==> src/rtl/cmos_pixel_pack_if.sv <==
// cmos_pixel_pack_if
//   Pixel-side output bundle of the camera capture stage.
//   master : driven by cmos_pixel_pack.
//   slave  : consumed by the SDRAM write-port FIFO / frame logic.
//   Signals:
//     pix_valid    one-cycle write strobe per packed RGB565 pixel
//     pix_data     RGB565 word {first byte, second byte}
//     frame_vsync  registered camera vsync, gated by frame qualification
//     frame_href   registered camera href, gated by frame qualification
//     frame_start  one-cycle pulse at each qualified frame start
//     frame_err    one-cycle pulse when a qualified frame had wrong geometry
interface cmos_pixel_pack_if;
   logic        pix_valid;
   logic [15:0] pix_data;
   logic        frame_vsync;
   logic        frame_href;
   logic        frame_start;
   logic        frame_err;

   modport master (
      output pix_valid, pix_data, frame_vsync, frame_href, frame_start, frame_err
   );

   modport slave (
      input pix_valid, pix_data, frame_vsync, frame_href, frame_start, frame_err
   );
endinterface

==> src/rtl/cmos_pixel_pack.sv <==
// cmos_pixel_pack
//   Capture stage between an OV5640 DVP bus and an SDRAM write FIFO.
//   Registers the camera bus, ignores the first WAIT_FRAMES frames after
//   en rises, packs byte pairs (high byte first) into RGB565 words and
//   checks each qualified frame against H_PIXEL x V_PIXEL.
//   Ports:
//     cam_pclk   camera pixel clock (only clock)
//     rst        asynchronous active-high reset
//     en         system init done; low drops frame qualification
//     cam_vsync  camera vsync (active high)
//     cam_href   camera href (active high)
//     cam_data   camera byte
//     pix        output bundle (pixel strobe/data, gated frame timing,
//                frame_start / frame_err pulses)
module cmos_pixel_pack #(
   parameter int WAIT_FRAMES = 10,
   parameter int H_PIXEL     = 1024,
   parameter int V_PIXEL     = 768
) (
   input  logic                     cam_pclk,
   input  logic                     rst,
   input  logic                     en,
   input  logic                     cam_vsync,
   input  logic                     cam_href,
   input  logic [7:0]               cam_data,
   cmos_pixel_pack_if.master        pix
);

   localparam logic [3:0]  WAIT_LAST = 4'(WAIT_FRAMES - 1);
   localparam logic [10:0] H_CNT     = 11'(H_PIXEL);
   localparam logic [10:0] V_CNT     = 11'(V_PIXEL);
   localparam logic [10:0] CNT_MAX   = 11'h7FF;

   // input stage
   logic        vsync_d0, vsync_d1, href_d0, href_d1;
   logic [7:0]  data_d0;

   // qualification
   logic [3:0]  wait_cnt;
   logic        frame_ok;

   // packing
   logic        byte_phase;
   logic [7:0]  hi_byte;
   logic        pix_valid_reg;
   logic [15:0] pix_data_reg;

   // geometry check; *_sat remembers that a counter hit its ceiling
   logic [10:0] pix_cnt, line_cnt;
   logic        pix_sat, line_sat;
   logic        err_acc;
   logic        frame_start_reg, frame_err_reg;

   logic        vs_rise, href_fall, pack, active, line_bad;
   logic [10:0] line_cnt_inc, line_cnt_eff;
   logic        line_sat_inc, line_sat_eff, frame_bad;

   assign vs_rise   = vsync_d0 & ~vsync_d1;
   assign href_fall = href_d1 & ~href_d0;
   assign pack      = href_d0 & byte_phase;
   // en is looked at directly so that dropping it stops the strobe on the
   // very next edge instead of one cycle after frame_ok clears
   assign active    = frame_ok & en;

   // At the href falling edge pix_cnt already holds every pixel of the line
   // and byte_phase = 1 means an unpaired trailing byte.
   assign line_bad = pix_sat | (pix_cnt != H_CNT) | byte_phase;

   always_comb begin
      line_cnt_inc = line_cnt;
      line_sat_inc = line_sat;
      if (line_cnt == CNT_MAX) begin
         line_sat_inc = 1'b1;
      end else begin
         line_cnt_inc = line_cnt + 11'd1;
      end
   end

   // A line closing in the same cycle as the frame boundary belongs to the
   // frame that is ending, so the frame check sees it already counted.
   always_comb begin
      line_cnt_eff = href_fall ? line_cnt_inc : line_cnt;
      line_sat_eff = href_fall ? line_sat_inc : line_sat;
      frame_bad    = err_acc | (href_fall & line_bad) | line_sat_eff |
                     (line_cnt_eff != V_CNT);
   end

   always_ff @(posedge cam_pclk or posedge rst) begin
      if (rst) begin
         vsync_d0 <= 1'b0;
         vsync_d1 <= 1'b0;
         href_d0  <= 1'b0;
         href_d1  <= 1'b0;
         data_d0  <= 8'h00;
      end else begin
         vsync_d0 <= cam_vsync;
         vsync_d1 <= vsync_d0;
         href_d0  <= cam_href;
         href_d1  <= href_d0;
         data_d0  <= cam_data;
      end
   end

   // frame_ok only rises on a vsync edge, so a frame is never entered midway
   always_ff @(posedge cam_pclk or posedge rst) begin
      if (rst) begin
         wait_cnt <= 4'd0;
         frame_ok <= 1'b0;
      end else if (!en) begin
         wait_cnt <= 4'd0;
         frame_ok <= 1'b0;
      end else if (vs_rise && !frame_ok) begin
         if (wait_cnt == WAIT_LAST) begin
            frame_ok <= 1'b1;
         end else begin
            wait_cnt <= wait_cnt + 4'd1;
         end
      end
   end

   always_ff @(posedge cam_pclk or posedge rst) begin
      if (rst) begin
         byte_phase    <= 1'b0;
         hi_byte       <= 8'h00;
         pix_valid_reg <= 1'b0;
         pix_data_reg  <= 16'h0000;
      end else begin
         pix_valid_reg <= 1'b0;
         if (!href_d0) begin
            byte_phase <= 1'b0;
         end else begin
            byte_phase <= ~byte_phase;
            if (!byte_phase) begin
               hi_byte <= data_d0;
            end else begin
               pix_data_reg  <= {hi_byte, data_d0};
               pix_valid_reg <= active;
            end
         end
      end
   end

   always_ff @(posedge cam_pclk or posedge rst) begin
      if (rst) begin
         pix_cnt         <= 11'd0;
         pix_sat         <= 1'b0;
         line_cnt        <= 11'd0;
         line_sat        <= 1'b0;
         err_acc         <= 1'b0;
         frame_start_reg <= 1'b0;
         frame_err_reg   <= 1'b0;
      end else begin
         frame_start_reg <= vs_rise & en & (frame_ok | (wait_cnt == WAIT_LAST));
         frame_err_reg   <= 1'b0;
         if (!active) begin
            pix_cnt  <= 11'd0;
            pix_sat  <= 1'b0;
            line_cnt <= 11'd0;
            line_sat <= 1'b0;
            err_acc  <= 1'b0;
         end else begin
            if (href_fall) begin
               pix_cnt  <= 11'd0;
               pix_sat  <= 1'b0;
               line_cnt <= line_cnt_inc;
               line_sat <= line_sat_inc;
               if (line_bad) err_acc <= 1'b1;
            end else if (pack) begin
               if (pix_cnt == CNT_MAX) pix_sat <= 1'b1;
               else                    pix_cnt <= pix_cnt + 11'd1;
            end
            if (vs_rise) begin
               frame_err_reg <= frame_bad;
               err_acc       <= 1'b0;
               line_cnt      <= 11'd0;
               line_sat      <= 1'b0;
            end
         end
      end
   end

   assign pix.pix_valid   = pix_valid_reg;
   assign pix.pix_data    = pix_data_reg;
   assign pix.frame_vsync = vsync_d0 & frame_ok;
   assign pix.frame_href  = href_d0 & frame_ok;
   assign pix.frame_start = frame_start_reg;
   assign pix.frame_err   = frame_err_reg;

endmodule
==> src/flat_wrapper.sv <==
// flat-port wrapper written by rule: the top's interface ports become plain ports
module cmos_pixel_pack_flat 
#(
   parameter int WAIT_FRAMES = 10,
   parameter int H_PIXEL     = 1024,
   parameter int V_PIXEL     = 768
)
  (cam_pclk, rst, en, cam_vsync, cam_href, cam_data, pix_pix_valid, pix_pix_data, pix_frame_vsync, pix_frame_href, pix_frame_start, pix_frame_err);
  cmos_pixel_pack_if pix_i ();
  input  logic cam_pclk;
  input  logic rst;
  input  logic en;
  input  logic cam_vsync;
  input  logic cam_href;
  input  logic [7:0] cam_data;
  output wire logic [$bits(pix_i.pix_valid)-1:0] pix_pix_valid;
  output wire logic [$bits(pix_i.pix_data)-1:0] pix_pix_data;
  output wire logic [$bits(pix_i.frame_vsync)-1:0] pix_frame_vsync;
  output wire logic [$bits(pix_i.frame_href)-1:0] pix_frame_href;
  output wire logic [$bits(pix_i.frame_start)-1:0] pix_frame_start;
  output wire logic [$bits(pix_i.frame_err)-1:0] pix_frame_err;
  assign pix_pix_valid = pix_i.pix_valid;
  assign pix_pix_data = pix_i.pix_data;
  assign pix_frame_vsync = pix_i.frame_vsync;
  assign pix_frame_href = pix_i.frame_href;
  assign pix_frame_start = pix_i.frame_start;
  assign pix_frame_err = pix_i.frame_err;
  cmos_pixel_pack #(.WAIT_FRAMES(WAIT_FRAMES), .H_PIXEL(H_PIXEL), .V_PIXEL(V_PIXEL)) u_core (.cam_pclk(cam_pclk), .rst(rst), .en(en), .cam_vsync(cam_vsync), .cam_href(cam_href), .cam_data(cam_data), .pix(pix_i));
endmodule
==> config.mk <==
export PLATFORM = sky130hd
export DESIGN_NAME = cmos_pixel_pack_flat
export DESIGN_NICKNAME = d
export VERILOG_FILES = /design/src/rtl/cmos_pixel_pack_if.sv /design/src/rtl/cmos_pixel_pack.sv /design/src/flat_wrapper.sv
export SDC_FILE = /design/constraint.sdc
export NUM_CORES = 1
export LEC_CHECK = 0
export CORE_MARGIN = 2
export CORE_UTILIZATION = 50
export CTS_CLUSTER_DIAMETER = 100
export CTS_CLUSTER_SIZE = 20
export DETAILED_ROUTE_END_ITERATION = 12
export GPL_TIMING_DRIVEN = 1
export PLACE_DENSITY = 0.72
export SETUP_SLACK_MARGIN = 0.15
export SLEW_MARGIN = 30
export SYNTH_ARGS = -nofsm -noshare
export SYNTH_HDL_FRONTEND = slang
export SYNTH_SLANG_ARGS = --single-unit
==> constraint.sdc <==
create_clock -name cam_pclk -period 3.11 [get_ports cam_pclk]
set_input_delay 0.311 -clock cam_pclk [delete_from_list [all_inputs] [get_ports cam_pclk]]
set_output_delay 0.311 -clock cam_pclk [all_outputs]
set_load 0.02 [all_outputs]
Word level (Yosys, flattened, before mapping)
Index checks and enable logic that the tools add are counted.
{"block": "op_classes", "n_eq_ne": 13, "add_sub_neg": 3, "n_mux": 31, "bitwise": 18, "n_reduce_logical": 9}
{"operator": "11-bit 2-to-1 mux", "count": 8}
{"operator": "11-bit by 1-bit adder with 11-bit output (second input constant)", "count": 2}
{"operator": "11-bit == test (second input constant)", "count": 2}
{"operator": "1-bit 2-to-1 mux", "count": 20}
{"operator": "2-bit AND reduction", "count": 7}
{"operator": "4-bit 2-to-1 mux", "count": 3}
{"operator": "11-bit by 10-bit != test with 1-bit output (second input constant)", "count": 1}
{"operator": "11-bit != test (second input constant)", "count": 1}
{"operator": "1-bit bitwise AND", "count": 9}
{"operator": "3-bit by 2-bit != test with 1-bit output (second input constant)", "count": 3}
{"operator": "3-bit by 1-bit != test with 1-bit output (second input constant)", "count": 2}
{"operator": "1-bit bitwise OR", "count": 6}
{"operator": "4-bit by 1-bit adder with 4-bit output (second input constant)", "count": 1}
{"operator": "4-bit == test (second input constant)", "count": 1}
{"operator": "2-bit by 1-bit != test with 1-bit output (second input constant)", "count": 2}
{"operator": "1-bit inverter", "count": 3}
{"operator": "2-bit != test (second input constant)", "count": 1}
{"operator": "1-bit logical AND", "count": 1}
{"operator": "1-bit logical NOT", "count": 1}
{"block": "totals", "out_inout_bits": 21, "register_bits": 70}

Depth between registers and ports, before layout
{"block": "depth", "ltp_word": 9, "ltp_mapped": 7}

Worst setup path before layout
OpenSTA, ideal clock, no wires.
{"block": "synth_timing", "kind": "reg-to-reg", "from": "reg u_core.href_d0", "to": "reg u_core.frame_err_reg, in the netlist u_core.pix.frame_err", "arrival_time_ps": 1542, "stages_incl_launch_ff": 6, "slack_ps": 1435, "setup_time_ps": 134, "t_required_ps": 2976, "period_less_slack_ps": 1675, "path_cell_list": "dfrtp_1 -> and4b_1 -> and3_1 -> mux2_1 -> nor4_2 -> a31oi_1"}
{"block": "synth_between", "elab_chain_cells": 8}
{"item": "start: declaration", "line_no": "cmos_pixel_pack.sv:35", "source": "logic vsync_d0, vsync_d1, href_d0, href_d1;"}
{"item": "start signal: assignment", "line_no": "cmos_pixel_pack.sv:98", "source": "href_d0 <= cam_href;"}
{"item": "1-bit inverter *", "line_no": "cmos_pixel_pack.sv:59", "source": "assign href_fall = href_d1 & ~href_d0;"}
{"item": "1-bit bitwise AND *", "line_no": "cmos_pixel_pack.sv:59"}
{"item": "branches (longest 3 deep; another with 11-bit 2-to-1 mux)"}
{"item": "1-bit bitwise OR *", "line_no": "cmos_pixel_pack.sv:84", "source": "frame_bad = err_acc | (href_fall & line_bad) | line_sat_eff |"}
{"item": "1-bit 2-to-1 mux *", "line_no": "cmos_pixel_pack.sv:172", "source": "if (vs_rise) begin"}
{"item": "1-bit 2-to-1 mux *", "line_no": "cmos_pixel_pack.sv:155", "source": "if (!active) begin"}
{"item": "end signal: assignment", "line_no": "cmos_pixel_pack.sv:173", "source": "frame_err_reg <= frame_bad;"}
{"item": "end: declaration", "line_no": "cmos_pixel_pack.sv:52", "source": "logic frame_start_reg, frame_err_reg;"}
Every way passes the cells marked *.
A chain may end at the register's enable or synchronous reset.

Worst setup path in the final report
{"block": "layout_timing", "from": "reg u_core.frame_ok", "to": "out pix_frame_href"}
{"block": "layout_between", "elab_chain_cells": 1}
{"item": "start: declaration", "line_no": "cmos_pixel_pack.sv:40", "source": "logic frame_ok;"}
{"item": "start signal: assignment", "line_no": "cmos_pixel_pack.sv:108", "source": "frame_ok <= 1'b0;"}
{"item": "start signal: assignment", "line_no": "cmos_pixel_pack.sv:111", "source": "frame_ok <= 1'b0;"}
{"item": "start signal: assignment", "line_no": "cmos_pixel_pack.sv:114", "source": "frame_ok <= 1'b1;"}
{"item": "1-bit bitwise AND", "line_no": "cmos_pixel_pack.sv:185", "source": "assign pix.frame_href = href_d0 & frame_ok;"}
{"item": "end: declaration", "line_no": "flat_wrapper.sv:19", "source": "output wire logic [$bits(pix_i.frame_href)-1:0] pix_frame_href;"}
Every way passes these cells.

==> run summary <==
The run finished with clean final reports. The post-route setup TNS is 0 ns. The die covers 6829 um2. Yosys mapped a number of flops with a built-in enable equal to 0. The reported leakage power came out at 0.001676 uW. After clock tree synthesis, the flow added hold-fix buffers numbering 0. Summing all placed instances gives a cell area of 3492 um2. The worst setup slack before clock tree synthesis came out at 1.244 ns.

The synthesized area per cell is 10.52 um2. The simple logic cell fraction of the synthesized area is 24.52%. The combinational family with the most area after synthesis is simple AND/OR/NAND/NOR gates.

The wire length reported by the detailed router is 5968 um. The part of the cycle the worst path needs is 63.17%. The total I/O pin count is 34. The count of synthesis-stage warnings from yosys is 0. The residual DRC count is 0. The global-route wire length before repair is 10240 um. Yosys mapped the design onto 42 distinct sky130hd cell types.

Summing every instance area after synthesis gives 3092 um2. The compound-gate portion of the synthesized area came out at 5.989%. The number of max-slew violations in the final report is 0.

The number of nets produced by synthesis is 312. The wire-length estimate of the detail-placed layout is 4029 um. The worst path arrival time came out at 1.65 ns. The later pin in the worst-skew pair is clocked with a latency of 0.34 ns. The maximum ir drop on the vdd rail came out at 0.0004398 V. The leading cell type by number of instances after synthesis is sky130_fd_sc_hd__dfrtp_1. After floorplanning, the core was sized to cover 5956 um2.

The post-route cell area came out at 3681 um2. The total routing resource utilization after global routing came out at 20.11%. The average vias per placed instance came out at 5.377. The number of flip-flops in the largest register came out at 16. Setup violations remaining at the end of the flow were counted as 0. The adder and majority gate portion of the synthesized area came out at 2.023%. The number of standard cells after synthesis came out at 294. The overall die width came out at 82.64 um.

Entering global routing, the biggest net connects 34 pins. The sequential cell area came out at 1752 um2. The time the worst path needs with I/O delays and setup is 1.965 ns. The number of antenna violations at the first check in global routing is 0. Cells with a size suffix above 1 make up 9.581% of the layout. The highest-delay cell along the critical path is sky130_fd_sc_hd__clkdlybuf4s50_1. Setup repair after global routing left no endpoint under its margin.

Walking the worst path, the cells encountered are and2_1 > clkdlybuf4s50_1. The number of hold-slack violations in the final timing report came out at 0. STA classifies the critical path endpoint as an output port. The post-synthesis async set-or-reset flop share came out at 100.0%. The maximum fanout along the worst path is 10. The portion of netlist area occupied by mux cells is 4.573%. sky130_fd_sc_hd__dfrtp_1 takes more of the synthesized area than any other cell. The switching power share of the total came out at 25.33%. Synthesis inferred 70 register bits.

The kind of critical path is reg -> out. The worst slack on hold paths is 0.3768 ns. Buffers inserted during clock tree synthesis total 9. The maximum clock frequency is 509.0 MHz.

The routed wirelength normalized by instance count is 14.59 um. The max-cap violation count came out at 0. In this design, the stage delay of the slowest critical-path cell is 0.63 ns. The internal portion of the total power is 1479 uW. The first-pass iteration count of the detailed router came out at 4.

The measured slew at the worst slew-check pin came out at 0.7979 ns. The final estimated routing congestion in global placement is 0.8955. The worst endpoint required time came out at 2.80 ns. The multi-input gate area in the final layout came out at 1279 um2.

The post-CTS setup buffer count is 0. The power share of the clock group is 36.4%. The layout-stage area growth over the synthesis result came out at 19.06%. The via count of the first global-routing pass came out at 2243.

The number of H-tree levels came out at 3. Detailed routing inserted a total of 2199 vias. The number of filler instances in the final layout came out at 519. The port buffer count came out at 33.

After the last flow step, the layout net total stands at 348. The number of design-rule violations left by the first detailed-router iteration is 76. The area share of the leading cell type in the synthesized netlist is 56.66%.

Measured along the y axis, the die boundary spans 82.64 um. TritonCTS built the clock tree. The clock passes through at most 2 buffers. Sorting the synthesized cells by how often they occur yields sky130_fd_sc_hd__dfrtp_1 (70), sky130_fd_sc_hd__nand2_1 (61), sky130_fd_sc_hd__nor2_1 (21), sky130_fd_sc_hd__nand3_1 (12), sky130_fd_sc_hd__a21oi_1 (11). Sequential elements use 56.66% of the synthesized area. CTS placed an instance of sky130_fd_sc_hd__clkbuf_8 at the clock tree root. The classification of the worst-slack hold path is in -> async.

The initialized floorplan defines 28 standard-cell rows. The repair_antennas step left the layout with diodes totalling 0. Once routing completed, OpenROAD measured the worst setup slack at 1.145 ns. The number of nets still failing antenna checks after routing came out at 0.

The combinational share of power is 12.5%. Headroom to the max-slew limit came out at 46.70%. The clock skew came out at 0.008650 ns. The switching power summed over all nets is 501.8 uW. STA classifies the critical path startpoint as a flip-flop. The power per cell area is 538.1 nW/um2.

Clock-pin slew was measured on the worst setup and hold paths at 0.08 ns. The count of cells along the worst register-to-register path came out at 5. At the end of the flow the core is filled with cells to 61.81%.

The count of instances resized after the clock tree is built came out at 0. Once the floorplan was initialized, standard cells occupied 51.91% of the core. The xor/xnor share of the synthesized area came out at 4.249%.

The overflow left after global routing came out at 0. The number of sinks handled by clock tree synthesis is 70. The most used flip-flop cell after synthesis is sky130_fd_sc_hd__dfrtp_1.

Ranked by total cell area, the synthesized netlist is headed by sky130_fd_sc_hd__dfrtp_1 (57%), sky130_fd_sc_hd__nand2_1 (7.4%), sky130_fd_sc_hd__mux2_2 (2.9%). Sequential cells burn 51.2% of the power.
==> critical path, delay by kind of cell, from the launching register on <==
family	cells	cell delay, ns
and+or+nand+nor	1	0.17
buffers and inverters	1	0.63
DFF	1	0.51
==> layout make-up <==
type | instances | area share (%)
sequential | 70 | 47.59
multi-input combinational | 209 | 34.74
clock inverter | 4 | 1.292
inverter | 4 | 0.4079
timing repair buffer | 36 | 9.585
clock buffer | 11 | 3.841
tap | 75 | 2.549
==> cells by family after synthesis <==
logic type                 count (synthesis)
and+or+nand+nor                          150
DFF                                       70
AOI/OAI and AO/OA                         26
xor gates and xnor gates                  15
buffers and inverters                     15
muxes                                     13
adders and majority gates                  5
==> power groups by stage <==
stage | clock (uW) | sequential [uW] | combinational [uW]
global placement | 0 | 1030 | 247
floorplan | 0 | 1070 | 85.2
CTS | 730 | 1010 | 253
detailed placement | 0 | 1030 | 252
global route | 765 | 1020 | 271
finish | 720 | 1010 | 247
==> per-stage QoR <==
stage / std cells / power [uW]
floorplan: 294 / 1157
global placement: 394 / 1276
detailed placement: 394 / 1280
CTS: 409 / 1996
global route: 409 / 2057
finish: 409 / 1981
==> layout by cell type (no fill, tap or decap), types with 4 or more instances in the layout <==
| master | n |
|---|---|
| sky130_fd_sc_hd__dfrtp_1 | 70 |
| sky130_fd_sc_hd__nand2_1 | 61 |
| sky130_fd_sc_hd__clkdlybuf4s50_1 | 33 |
| sky130_fd_sc_hd__nor2_1 | 21 |
| sky130_fd_sc_hd__nand3_1 | 12 |
| sky130_fd_sc_hd__a21oi_1 | 11 |
| sky130_fd_sc_hd__xor2_1 | 10 |
| sky130_fd_sc_hd__clkbuf_8 | 10 |
| sky130_fd_sc_hd__and2_1 | 9 |
| sky130_fd_sc_hd__mux2_2 | 8 |
| sky130_fd_sc_hd__and3_1 | 8 |
| sky130_fd_sc_hd__nand4_1 | 8 |
| sky130_fd_sc_hd__nor2b_1 | 7 |
| sky130_fd_sc_hd__xnor2_1 | 5 |
| sky130_fd_sc_hd__ha_1 | 5 |
| sky130_fd_sc_hd__nand2b_1 | 4 |
| sky130_fd_sc_hd__nor4_1 | 4 |
| sky130_fd_sc_hd__mux2i_1 | 4 |
==> final timing paths <==
kind	start	to	slack, ns
setup reg to reg	u_core.href_d0	u_core.pix.frame_err	1.23
max in group asynchronous	rst	u_core.pix_cnt[6]	2.01
min in group cam_pclk	cam_data[1]	u_core.data_d0[1]	0.40
hold reg to reg	u_core.vsync_d0	u_core.vsync_d1	0.44
hold / removal	rst	u_core.hi_byte[1]	0.38
setup / recovery	u_core.frame_ok	pix_frame_href	1.15
==> layer usage <==
| layer | up-vias | part of all wire (%) | GRT usage, % |
|---|---|---|---|
| met5 | - | 0 | 0 |
| li1 | 1075 | - | - |
| met3 | 10 | 4.7 | 5.109 |
| met2 | 47 | 47 | 29.92 |
| met1 | 1067 | 47 | 27.42 |
| met4 | 0 | 1.8 | 10.16 |
(Power assumes the default switching activity.)
